`config.mk`:
```
export PLATFORM = sky130hd
export DESIGN_NAME = bus_master_port
export DESIGN_NICKNAME = d
export VERILOG_FILES = /design/src/rtl/bus_pkg.sv /design/src/rtl/bus_shift_reg.sv /design/src/rtl/bus_master_port.sv
export SDC_FILE = /design/constraint.sdc
export NUM_CORES = 1
export LEC_CHECK = 0
export CORE_ASPECT_RATIO = 0.75
export CORE_UTILIZATION = 47
export CTS_CLUSTER_SIZE = 12
export DETAILED_ROUTE_END_ITERATION = 7
export GPL_ROUTABILITY_DRIVEN = 0
export GPL_TIMING_DRIVEN = 0
export PLACE_DENSITY = 0.82
export SLEW_MARGIN = 20
export SYNTH_ARGS = -nofsm -noshare
export SYNTH_HDL_FRONTEND = slang
export SYNTH_SLANG_ARGS = --single-unit
```
`constraint.sdc`:
```
create_clock -name clk -period 1.75 [get_ports clk]
set_clock_uncertainty 0.05 [all_clocks]
set_input_delay 0.4375 -clock clk [delete_from_list [all_inputs] [get_ports clk]]
set_output_delay 0.4375 -clock clk [all_outputs]
set_load 0.01 [all_outputs]
```
`src/rtl/bus_pkg.sv`:
```
// Shared definitions for the serial bus master port:
// FSM state encoding, default widths and address field positions.
package bus_pkg;

  localparam int ADDR_W_DEF = 14;
  localparam int DATA_W_DEF = 8;

  // Address layout: [SID_MSB:SID_LSB] slave id, below that the location.
  localparam int SID_MSB = 13;
  localparam int SID_LSB = 12;
  localparam int LOC_W   = 12;

  typedef enum logic [3:0] {
    S_IDLE,
    S_REQ,
    S_ADDR,
    S_WAIT_ACK,
    S_WAIT_RDY,
    S_WDATA,
    S_RDATA,
    S_DONE,
    S_SPLIT
  } state_t;

endpackage

```
`src/rtl/bus_shift_reg.sv`:
```
// Parallel-load / serial-out and serial-in / parallel-out
// shift register, LSB leaves first, serial input enters at MSB.
module bus_shift_reg #(
  parameter int W = 8
) (
  input  logic         clk,
  input  logic         reset,
  input  logic         load,
  input  logic         shift,
  input  logic [W-1:0] pdata,
  input  logic         sin,
  output logic         sout,
  output logic [W-1:0] q
);

  // Load wins over shift; shifting moves toward bit 0.
  always_ff @(posedge clk or posedge reset) begin
    if (reset) begin
      q <= '0;
    end else if (load) begin
      q <= pdata;
    end else if (shift) begin
      q <= {sin, q[W-1:1]};
    end
  end

  assign sout = q[0];

endmodule

```
`src/rtl/bus_master_port.sv`:
```
// Per-master serial bus port: latches one transaction, arbitrates,
// serialises address/write data, deserialises read data, bursts, split.
module bus_master_port
  import bus_pkg::*;
#(
  parameter int ADDR_W      = ADDR_W_DEF,
  parameter int DATA_W      = DATA_W_DEF,
  parameter int ACK_TIMEOUT = 8
) (
  input  logic              clk,
  input  logic              reset,
  input  logic              enable,
  input  logic              read_en,
  input  logic [2:0]        burst_mode,
  input  logic [DATA_W-1:0] data_in,
  input  logic [ADDR_W-1:0] addr_in,
  output logic              bus_request,
  input  logic              bus_grant,
  input  logic              bus_split,
  output logic              bus_valid,
  output logic              bus_rw,
  output logic              bus_addr_out,
  output logic              bus_data_out,
  input  logic              bus_data_in,
  input  logic              slave_ack,
  input  logic              slave_ready,
  output logic              wdata_req,
  output logic [DATA_W-1:0] data_out,
  output logic              data_valid,
  output logic              busy,
  output logic              error
);

  localparam logic [3:0] ADDR_LAST = 4'(ADDR_W - 1);
  localparam logic [3:0] DATA_LAST = 4'(DATA_W - 1);
  localparam logic [3:0] TO_LAST   = 4'(ACK_TIMEOUT - 1);

  state_t state, nstate;

  logic [3:0] bit_cnt;
  logic [2:0] beat_cnt;
  logic [2:0] burst_q;
  logic       rd_flag;

  logic cnt_clr, cnt_inc;
  logic beat_clr, beat_inc;
  logic ld_addr, sh_addr;
  logic ld_wr, sh_wr, sh_rd;
  logic to_err, rd_last;

  logic              addr_sout, wr_sout, rd_sout;
  logic [ADDR_W-1:0] addr_q;
  logic [DATA_W-1:0] wr_q, rd_q;
  logic              unused;

  bus_shift_reg #(.W(ADDR_W)) u_addr (
    .clk   (clk),
    .reset (reset),
    .load  (ld_addr),
    .shift (sh_addr),
    .pdata (addr_in),
    .sin   (1'b0),
    .sout  (addr_sout),
    .q     (addr_q)
  );

  bus_shift_reg #(.W(DATA_W)) u_wdata (
    .clk   (clk),
    .reset (reset),
    .load  (ld_wr),
    .shift (sh_wr),
    .pdata (data_in),
    .sin   (1'b0),
    .sout  (wr_sout),
    .q     (wr_q)
  );

  bus_shift_reg #(.W(DATA_W)) u_rdata (
    .clk   (clk),
    .reset (reset),
    .load  (1'b0),
    .shift (sh_rd),
    .pdata ('0),
    .sin   (bus_data_in),
    .sout  (rd_sout),
    .q     (rd_q)
  );

  // Parallel views of the outgoing registers are not needed here.
  assign unused = ^{addr_q, wr_q, rd_sout, rd_q[0]};

  // State register.
  always_ff @(posedge clk or posedge reset) begin
    if (reset) begin
      state <= S_IDLE;
    end else begin
      state <= nstate;
    end
  end

  // Next state, bus outputs and datapath controls.
  always_comb begin
    nstate      = state;
    bus_request = 1'b0;
    bus_valid   = 1'b0;
    busy        = 1'b0;
    wdata_req   = 1'b0;
    cnt_clr     = 1'b0;
    cnt_inc     = 1'b0;
    beat_clr    = 1'b0;
    beat_inc    = 1'b0;
    ld_addr     = 1'b0;
    sh_addr     = 1'b0;
    ld_wr       = 1'b0;
    sh_wr       = 1'b0;
    sh_rd       = 1'b0;
    to_err      = 1'b0;
    rd_last     = 1'b0;
    unique case (state)
      S_IDLE: begin
        if (enable) begin
          nstate   = S_REQ;
          ld_addr  = 1'b1;
          cnt_clr  = 1'b1;
          beat_clr = 1'b1;
        end
      end
      S_REQ: begin
        busy        = 1'b1;
        bus_request = 1'b1;
        if (bus_grant) begin
          nstate  = S_ADDR;
          cnt_clr = 1'b1;
        end
      end
      S_ADDR: begin
        busy        = 1'b1;
        bus_request = 1'b1;
        bus_valid   = 1'b1;
        sh_addr     = 1'b1;
        if (bit_cnt == ADDR_LAST) begin
          nstate  = S_WAIT_ACK;
          cnt_clr = 1'b1;
        end else begin
          cnt_inc = 1'b1;
        end
      end
      S_WAIT_ACK: begin
        busy        = 1'b1;
        bus_request = 1'b1;
        if (slave_ack) begin
          nstate  = S_WAIT_RDY;
          cnt_clr = 1'b1;
        end else if (bit_cnt == TO_LAST) begin
          nstate  = S_IDLE;
          to_err  = 1'b1;
          cnt_clr = 1'b1;
        end else begin
          cnt_inc = 1'b1;
        end
      end
      S_WAIT_RDY: begin
        busy        = 1'b1;
        bus_request = 1'b1;
        if (bus_split) begin
          nstate = S_SPLIT;
        end else if (slave_ready) begin
          cnt_clr = 1'b1;
          if (rd_flag) begin
            nstate = S_RDATA;
          end else begin
            nstate    = S_WDATA;
            wdata_req = 1'b1;
            ld_wr     = 1'b1;
          end
        end
      end
      S_WDATA: begin
        busy        = 1'b1;
        bus_request = 1'b1;
        bus_valid   = 1'b1;
        sh_wr       = 1'b1;
        if (bit_cnt == DATA_LAST) begin
          cnt_clr = 1'b1;
          if (beat_cnt == burst_q) begin
            nstate = S_DONE;
          end else begin
            nstate   = S_WAIT_RDY;
            beat_inc = 1'b1;
          end
        end else begin
          cnt_inc = 1'b1;
        end
      end
      S_RDATA: begin
        busy        = 1'b1;
        bus_request = 1'b1;
        sh_rd       = 1'b1;
        if (bit_cnt == DATA_LAST) begin
          cnt_clr = 1'b1;
          rd_last = 1'b1;
          if (beat_cnt == burst_q) begin
            nstate = S_DONE;
          end else begin
            nstate   = S_WAIT_RDY;
            beat_inc = 1'b1;
          end
        end else begin
          cnt_inc = 1'b1;
        end
      end
      S_DONE: begin
        nstate = S_IDLE;
      end
      S_SPLIT: begin
        busy        = 1'b1;
        bus_request = 1'b1;
        if (bus_grant) begin
          nstate = S_WAIT_RDY;
        end
      end
      default: begin
        nstate = S_IDLE;
      end
    endcase
  end

  assign bus_rw       = bus_valid & rd_flag;
  assign bus_addr_out = sh_addr & addr_sout;
  assign bus_data_out = sh_wr & wr_sout;

  // Bit and beat counters.
  always_ff @(posedge clk or posedge reset) begin
    if (reset) begin
      bit_cnt  <= '0;
      beat_cnt <= '0;
    end else begin
      if (cnt_clr) begin
        bit_cnt <= '0;
      end else if (cnt_inc) begin
        bit_cnt <= bit_cnt + 4'd1;
      end
      if (beat_clr) begin
        beat_cnt <= '0;
      end else if (beat_inc) begin
        beat_cnt <= beat_cnt + 3'd1;
      end
    end
  end

  // Transaction attributes captured on accept.
  always_ff @(posedge clk or posedge reset) begin
    if (reset) begin
      rd_flag <= 1'b0;
      burst_q <= '0;
    end else if (ld_addr) begin
      rd_flag <= read_en;
      burst_q <= burst_mode;
    end
  end

  // Read byte capture and one-cycle status pulses.
  always_ff @(posedge clk or posedge reset) begin
    if (reset) begin
      data_out   <= '0;
      data_valid <= 1'b0;
      error      <= 1'b0;
    end else begin
      data_valid <= rd_last;
      error      <= to_err;
      if (rd_last) begin
        data_out <= {bus_data_in, rd_q[DATA_W-1:1]};
      end
    end
  end

endmodule

```
==> results by group, run 1 <==
Run status
  • Outcome: finished, violations left
  • Failing checks: negative setup slack

Routing
  • Via Count: 2,243
  • WL per Instance: 16.6 um
  • Iteration-0 DRC Markers: 93
  • DR pass1 iterations: 4
  • Final WL: 6900 um
  • DR vias/cell: 5.38
  • DRC Markers: 0
  • Post-route antenna net violation count: 0

Synth
  • Yosys warns: 0
  • Avg Cell Area, Syn: 11.1 sq um
  • Synth Cell Area: 2760 sq um
  • Synth Net Count: 286
  • Post-synth top flop: dfrtp_1
  • Register area share after synthesis: 0.489
  • Post-Syn Instances: 249
  • Unique masters post-synth: 49
  • Number of flops mapped to enable cells by yosys: 0
  • Async SR Flop Fraction: 1.00
  • Seq cells post-synth: 54

Global route
  • Global route total overflow: 0
  • Largest net degree at the start of global routing: 35
  • Vias in the first global route: 2,243
  • Initial antenna violation count: 0
  • First-pass GRT wire length: 10,700 um
  • Total track usage: 0.223

Timing
  • Minimum clock period: 2.06 ns
  • Fin. max-slew vios: 0
  • Relative slew slack: 0.681
  • Highest clock rate: 484 MHz
  • Final hold violations: 0
  • RSZ-0062 raised after global routing: yes
  • Worst Max-Slew Pin Slew: 0.478 ns
  • Worst setup margin: -0.315 ns
  • Final worst-path cycle share: 1.18
  • Final Setup Violations: 22

CTS
  • Worst-Skew Late Latency: 0.30 ns
  • Deepest clock path buffer count: 2
  • CTS tree: done
  • CTS root buf: clkbuf_8
  • Clock sink count: 54
  • CTS H-tree lvls: 2
  • CTS clk-pin slew, worst paths: 0.10 ns
  • Inserted Clock Buffers: 5

Setup path
  • Top cell by count, worst path: buf_6
  • Worst reg2reg path endpoint: state[2]
  • CP Capture Type: output pin
  • Slowest-stage cell, CP: dfrtp_2
  • CP delay by family, top: simple AND/OR/NAND/NOR gates
  • FF-to-FF setup slack: -0.28 ns
  • Reg2Reg Depth: 7
  • Cell Chain, Critical Path: buf_6, nor2_2, nand2_2, nand2b_4, and2_4, buf_6
  • Crit path launch type: flip-flop
  • Required time of the worst setup path: 1.26 ns
  • WP buf/inv: 2
  • Crit path kind: reg -> out
  • CP max FO: 4
  • Crit Reg-Reg Startpoint: state[0]
  • Slowest stage delay, CP: 0.43 ns
  • Arrival @ worst endpoint: 1.58 ns

Placement
  • Setup WS pre-CTS: -0.969 ns
  • IO Port Bufs: 50
  • Hpwl dp: 4100 um

Power and ir drop
  • Total power: 6.41 mW
  • Switching part of the total power: 0.380
  • Maximum VDD drop: 902 uV
  • P_int: 3.97 mW
  • Clk pwr share: 0.123
  • Comb pwr share: 0.565
  • Leakage power: 1.94 nW
  • Sequential Power Share: 0.312
  • PD cells: 1590 nW/um^2
  • Net switching power: 2.44 mW

Layout
  • Most frequent cells in the layout: dfrtp_1 (50), clkdlybuf4s50_1 (38), buf_4 (28), buf_6 (22), nand2_1 (22)
  • Utilization after layout: 0.734
  • Commonest non-fill, non-tap cell in the layout: dfrtp_1
  • Ant diodes: 0
  • Fraction of layout cells with a size suffix above 1: 0.430
  • Area growth, synth to finish: 46.1%
  • Nets: 378
  • Fillers: 367

Die
  • Die Ht: 68.4 um
  • # IOs: 51
  • Die width: 90.5 um
  • Core area: 5500 sq um
  • Die area: 6190 sq um
  • Starting Density: 0.503
  • Std-Cell Rows: 23

Worst hold path
  • Hold path endpoint: u_wdata.q[0]
  • Hold path depth: 1
  • Hold_sp: u_wdata.q[0]
  • Min-Delay Path Class: reg -> reg

Job
  • Max cap viols: 0
## synth_stat cells, types with 2 or more instances
cell | instances | area (sq um)
and2_1 | 4 | 25.0
nand2_1 | 37 | 139
and2_4 | 2 | 17.5
mux2_1 | 2 | 22.5
and3_1 | 2 | 12.5
mux2i_1 | 3 | 30.0
nand3_1 | 6 | 30.0
xnor2_1 | 5 | 43.8
mux2_4 | 10 | 150
inv_1 | 6 | 22.5
nor2_1 | 13 | 48.8
buf_4 | 3 | 22.5
ha_1 | 3 | 37.5
dfrtp_1 | 54 | 1350
nor3_1 | 6 | 30.0
mux2_2 | 9 | 101
nand2b_1 | 4 | 25.0
buf_2 | 6 | 30.0
a21o_1 | 8 | 60.1
buf_6 | 5 | 56.3
a22o_1 | 7 | 61.3
o21ai_0 | 11 | 55.1
a22oi_1 | 13 | 97.6
a21oi_1 | 4 | 20.0
xor2_1 | 2 | 17.5
## logic make-up (layout without fill, tap and decap cells)
| group | count (synthesis) | count (layout) | synth area share |
|---|---|---|---|
| fa+ha+maj | 3 | 3 | 0.0136 |
| mux | 24 | 24 | 0.110 |
| buf+inv | 21 | 114 | 0.0489 |
| simple gates | 84 | 84 | 0.154 |
| flops | 54 | 54 | 0.489 |
| xor+xnor | 8 | 8 | 0.0281 |
| compound gates | 55 | 55 | 0.156 |
## repair_timing
item	4_1_cts	5_1_grt
gates cloned	0	1
hold buffers	0	0
buffers inserted	25	13
resized for setup	67	60
endpoints found under the hold margin	0	0
endpoints found under the setup margin	45	55
pin swaps	11	30
## worst register-to-register path: stages (launching register included)
cell,delay [ns]
dfrtp_2,0.45
buf_6,0.15
buf_4,0.16
mux2i_4,0.19
a21oi_2,0.18
nor3_2,0.08
a211oi_4,0.35
mux2_4,0.33
## flip-flops by register name, summed over array words and instances, names as in the netlist
name        cells
u_addr.q       14
data_out        8
u_wdata.q       8
u_rdata.q       7
bit_cnt         4
state           4
beat_cnt        3
burst_q         3
data_valid      1
error           1
rd_flag         1
## worst max path at each step
stage / start / endpoint / depth (start not counted)
4_1_cts: state[0] / wdata_req / 6
2_1_floorplan: state[1] / state[1] / 6
5_1_grt: state[2] / bus_rw / 6
3_5_place_dp: bus_split / wdata_req / 5
6_report: state[3] / bus_rw / 6
3_3_place_gp: bus_split / wdata_req / 5
## per-layer routing
metal | vias to the layer above | track usage | part of all wire
met2 | 86 | 0.380 | 0.48
met3 | 15 | 0.0456 | 0.051
met1 | 1088 | 0.291 | 0.44
met5 | - | 0 | 0
li1 | 1054 | - | -
met4 | 0 | 0.0685 | 0.021
## power groups by stage
stage | clock network, mW | logic (mW) | registers, mW
after floorplan | 0 | 1.80 | 1.90
after global placement | 0 | 2.30 | 1.95
after detailed placement | 0 | 2.36 | 1.97
after CTS | 0.788 | 2.99 | 1.94
after global routing | 0.840 | 3.88 | 2.05
final | 0.786 | 3.62 | 2.00
## through the flow
step | hold slack (ns) | TNS (ns) | instance area (sq um) | cells
6_report | 0.437 | -3.27 | 4040 | 417
5_1_grt | 0.459 | -5.90 | 4040 | 417
4_1_cts | 0.439 | -2.29 | 3790 | 408
3_5_place_dp | 0.413 | -11.40 | 3390 | 375
3_3_place_gp | 0.401 | -12.70 | 3370 | 374
2_1_floorplan | 0.388 | 0 | 2770 | 249
## area by class of cell
class | instances | area (sq um) | area share
Multi-Input combinational cell | 174 | 1470 | 0.365
Sequential cell | 54 | 1360 | 0.336
Timing Repair Buffer | 86 | 825 | 0.204
Buffer | 14 | 158 | 0.0391
Clock buffer | 7 | 96.3 | 0.0239
Tap cell | 75 | 93.8 | 0.0233
Inverter | 6 | 26.3 | 0.00651
Clock inverter | 1 | 8.76 | 0.00217
Power figures use the tool's default switching activity.
==> run 2, diff against run 1 <==
--- a/config.mk
+++ b/config.mk
@@ -16,3 +16,4 @@
 export SYNTH_ARGS = -nofsm -noshare
 export SYNTH_HDL_FRONTEND = slang
 export SYNTH_SLANG_ARGS = --single-unit
+export TNS_END_PERCENT = 5
==> results by group, run 2 (same netlist as run 1, synthesis figures left out) <==
CTS
  • Deepest clock path buffer count: 2
  • CTS tree: done
  • Worst-Skew Late Latency: 0.30 ns
  • Hold-fix buffers, CTS: 0
  • CTS root buf: clkbuf_8
  • Inserted Clock Buffers: 5
  • CTS clk-pin slew, worst paths: 0.09 ns
  • CTS H-tree lvls: 2
  • Clock sink count: 54

Routing
  • Post-route antenna net violation count: 0
  • WL per Instance: 15.8 um
  • DR vias/cell: 5.42
  • DRC Markers: 0
  • DR pass1 iterations: 4
  • Final WL: 6430 um
  • Via Count: 2,213
  • Iteration-0 DRC Markers: 99

Timing
  • Minimum clock period: 2.12 ns
  • Fin. max-slew vios: 0
  • Setup_tns: -5.77 ns
  • Highest clock rate: 472 MHz
  • Final hold slack: 0.431 ns
  • Final worst-path cycle share: 1.21
  • RSZ-0062 raised after global routing: yes
  • Final Setup Violations: 32
  • Relative slew slack: 0.657
  • Final hold violations: 0
  • Worst Max-Slew Pin Slew: 0.513 ns
  • Worst setup margin: -0.367 ns

Power and ir drop
  • Leakage power: 1.85 nW
  • PD cells: 1520 nW/um^2
  • Maximum VDD drop: 859 uV
  • Total power: 5.93 mW

Setup path
  • Slowest stage delay, CP: 0.41 ns
  • Cell Chain, Critical Path: buf_6, nand2b_4, nor3_4, nand2b_4, and2_1, buf_2
  • Crit path launch type: flip-flop
  • CP max FO: 4
  • Required time of the worst setup path: 1.26 ns
  • Arrival @ worst endpoint: 1.63 ns
  • CP Capture Type: output pin
  • Crit path kind: reg -> out
  • Top cell by count, worst path: nand2b_4
  • Slowest-stage cell, CP: dfrtp_1

Layout
  • Top reg by flops: u_addr.q
  • Commonest non-fill, non-tap cell in the layout: dfrtp_1
  • Ant diodes: 0
  • Nets: 369
  • Register area: 1350 sq um
  • Fraction of layout cells with a size suffix above 1: 0.339
  • Biggest regs: u_addr.q: 14 flops, data_out: 8 flops, u_wdata.q: 8 flops
  • Multi-input gate area: 1400 sq um
  • Area growth, synth to finish: 40.7%
  • Number of flip-flops in the largest register: 14
  • Non-filler cells, final: 408
  • Fillers: 380
  • Post-route cell area: 3890 sq um
  • Most frequent cells in the layout: dfrtp_1 (52), clkdlybuf4s50_1 (40), nand2_1 (32), buf_4 (20), buf_6 (18)

Placement
  • Hpwl dp: 4170 um
  • IO Port Bufs: 50
  • Inst Count DP: 375
  • Post-DP Area: 3380 sq um

Global route
  • Largest net degree at the start of global routing: 33
  • Total track usage: 0.214
  • Initial antenna violation count: 0
  • First-pass GRT wire length: 10,400 um
  • Vias in the first global route: 2,151
  • Global route total overflow: 0

Die
  • Die width: 90.5 um
  • Die Ht: 68.4 um
  • Starting Density: 0.503
  • Die area: 6190 sq um
  • # IOs: 51
  • Core area: 5500 sq um
  • Std-Cell Rows: 23

Job
  • Max cap viols: 0

Run status
  • Failing checks: negative setup slack
  • Outcome: finished, violations left

Worst hold path
  • Min-Delay Path Class: reg -> reg
==> run 2: cell count changes in the layout (fill, tap and decap cells not counted), sizes merged <==
cell | previous run | this run
dlymetal6s2s | 4 | 2
clkdlybuf4s50 | 38 | 40
inv | 5 | 6
clkbuf | 7 | 6
buf | 57 | 47
bufinv | 0 | 1
==> run 2: layout make-up <==
cell class,instances,area share
multi-input cells,174,0.360
flip-flops and latches,54,0.348
repair buffers,77,0.189
plain buffers,14,0.0428
well taps,75,0.0241
clock buffers,5,0.0177
clock inverters,3,0.0113
inverters,6,0.00676
==> run 2: critical path: cells and delay by family (launching register included) <==
kind	cells	cell delay, ns
buf+inv	2	0.25
flops	1	0.41
simple gates	4	0.66
==> run 2: path summary, 6_finish.rpt <==
kind / from / endpoint / slack, ns / depth (start not counted)
min in group asynchronous: reset / data_out[0] / 0.47 / 2
worst max-delay path: state[3] / bus_rw / -0.37 / 6
worst min-delay path: u_wdata.q[4] / u_wdata.q[4] / 0.43 / 1
worst min register to register: u_wdata.q[4] / u_wdata.q[4] / 0.43 / 1
max in group asynchronous: reset / state[0] / 0.66 / 3
worst max register to register: state[2] / data_out[2] / -0.26 / 9
==> run 2: what timing repair did <==
item / 4_1_cts / 5_1_grt
endpoints found under the setup margin: 45 / 51
pin swaps: 12 / 5
gates resized for setup: 73 / 21
hold endpoints to repair: 0 / 0
setup buffers: 20 / 6
==> run 2: where the power goes <==
group          switching [mW]  internal [mW]  total (mW)
clock                   0.400          0.429       0.829
sequential              0.316           1.66        1.97
combinational            1.52           1.60        3.12
==> run 2: metal layers <==
metal | routed length, um | track usage | part of all wire
met2 | 3080 | 0.347 | 0.48
met4 | 87 | 0.0706 | 0.014
met5 | 0 | 0 | 0
met1 | 2890 | 0.292 | 0.45
met3 | 367 | 0.0433 | 0.057
==> run 2: through the flow <==
step	util	worst slack [ns]
6_report	0.707	-0.367
5_1_grt	0.707	-0.431
4_1_cts	0.688	-0.370
3_5_place_dp	0.615	-0.946
3_3_place_gp	0.611	-0.953
2_1_floorplan	-	-0.0420
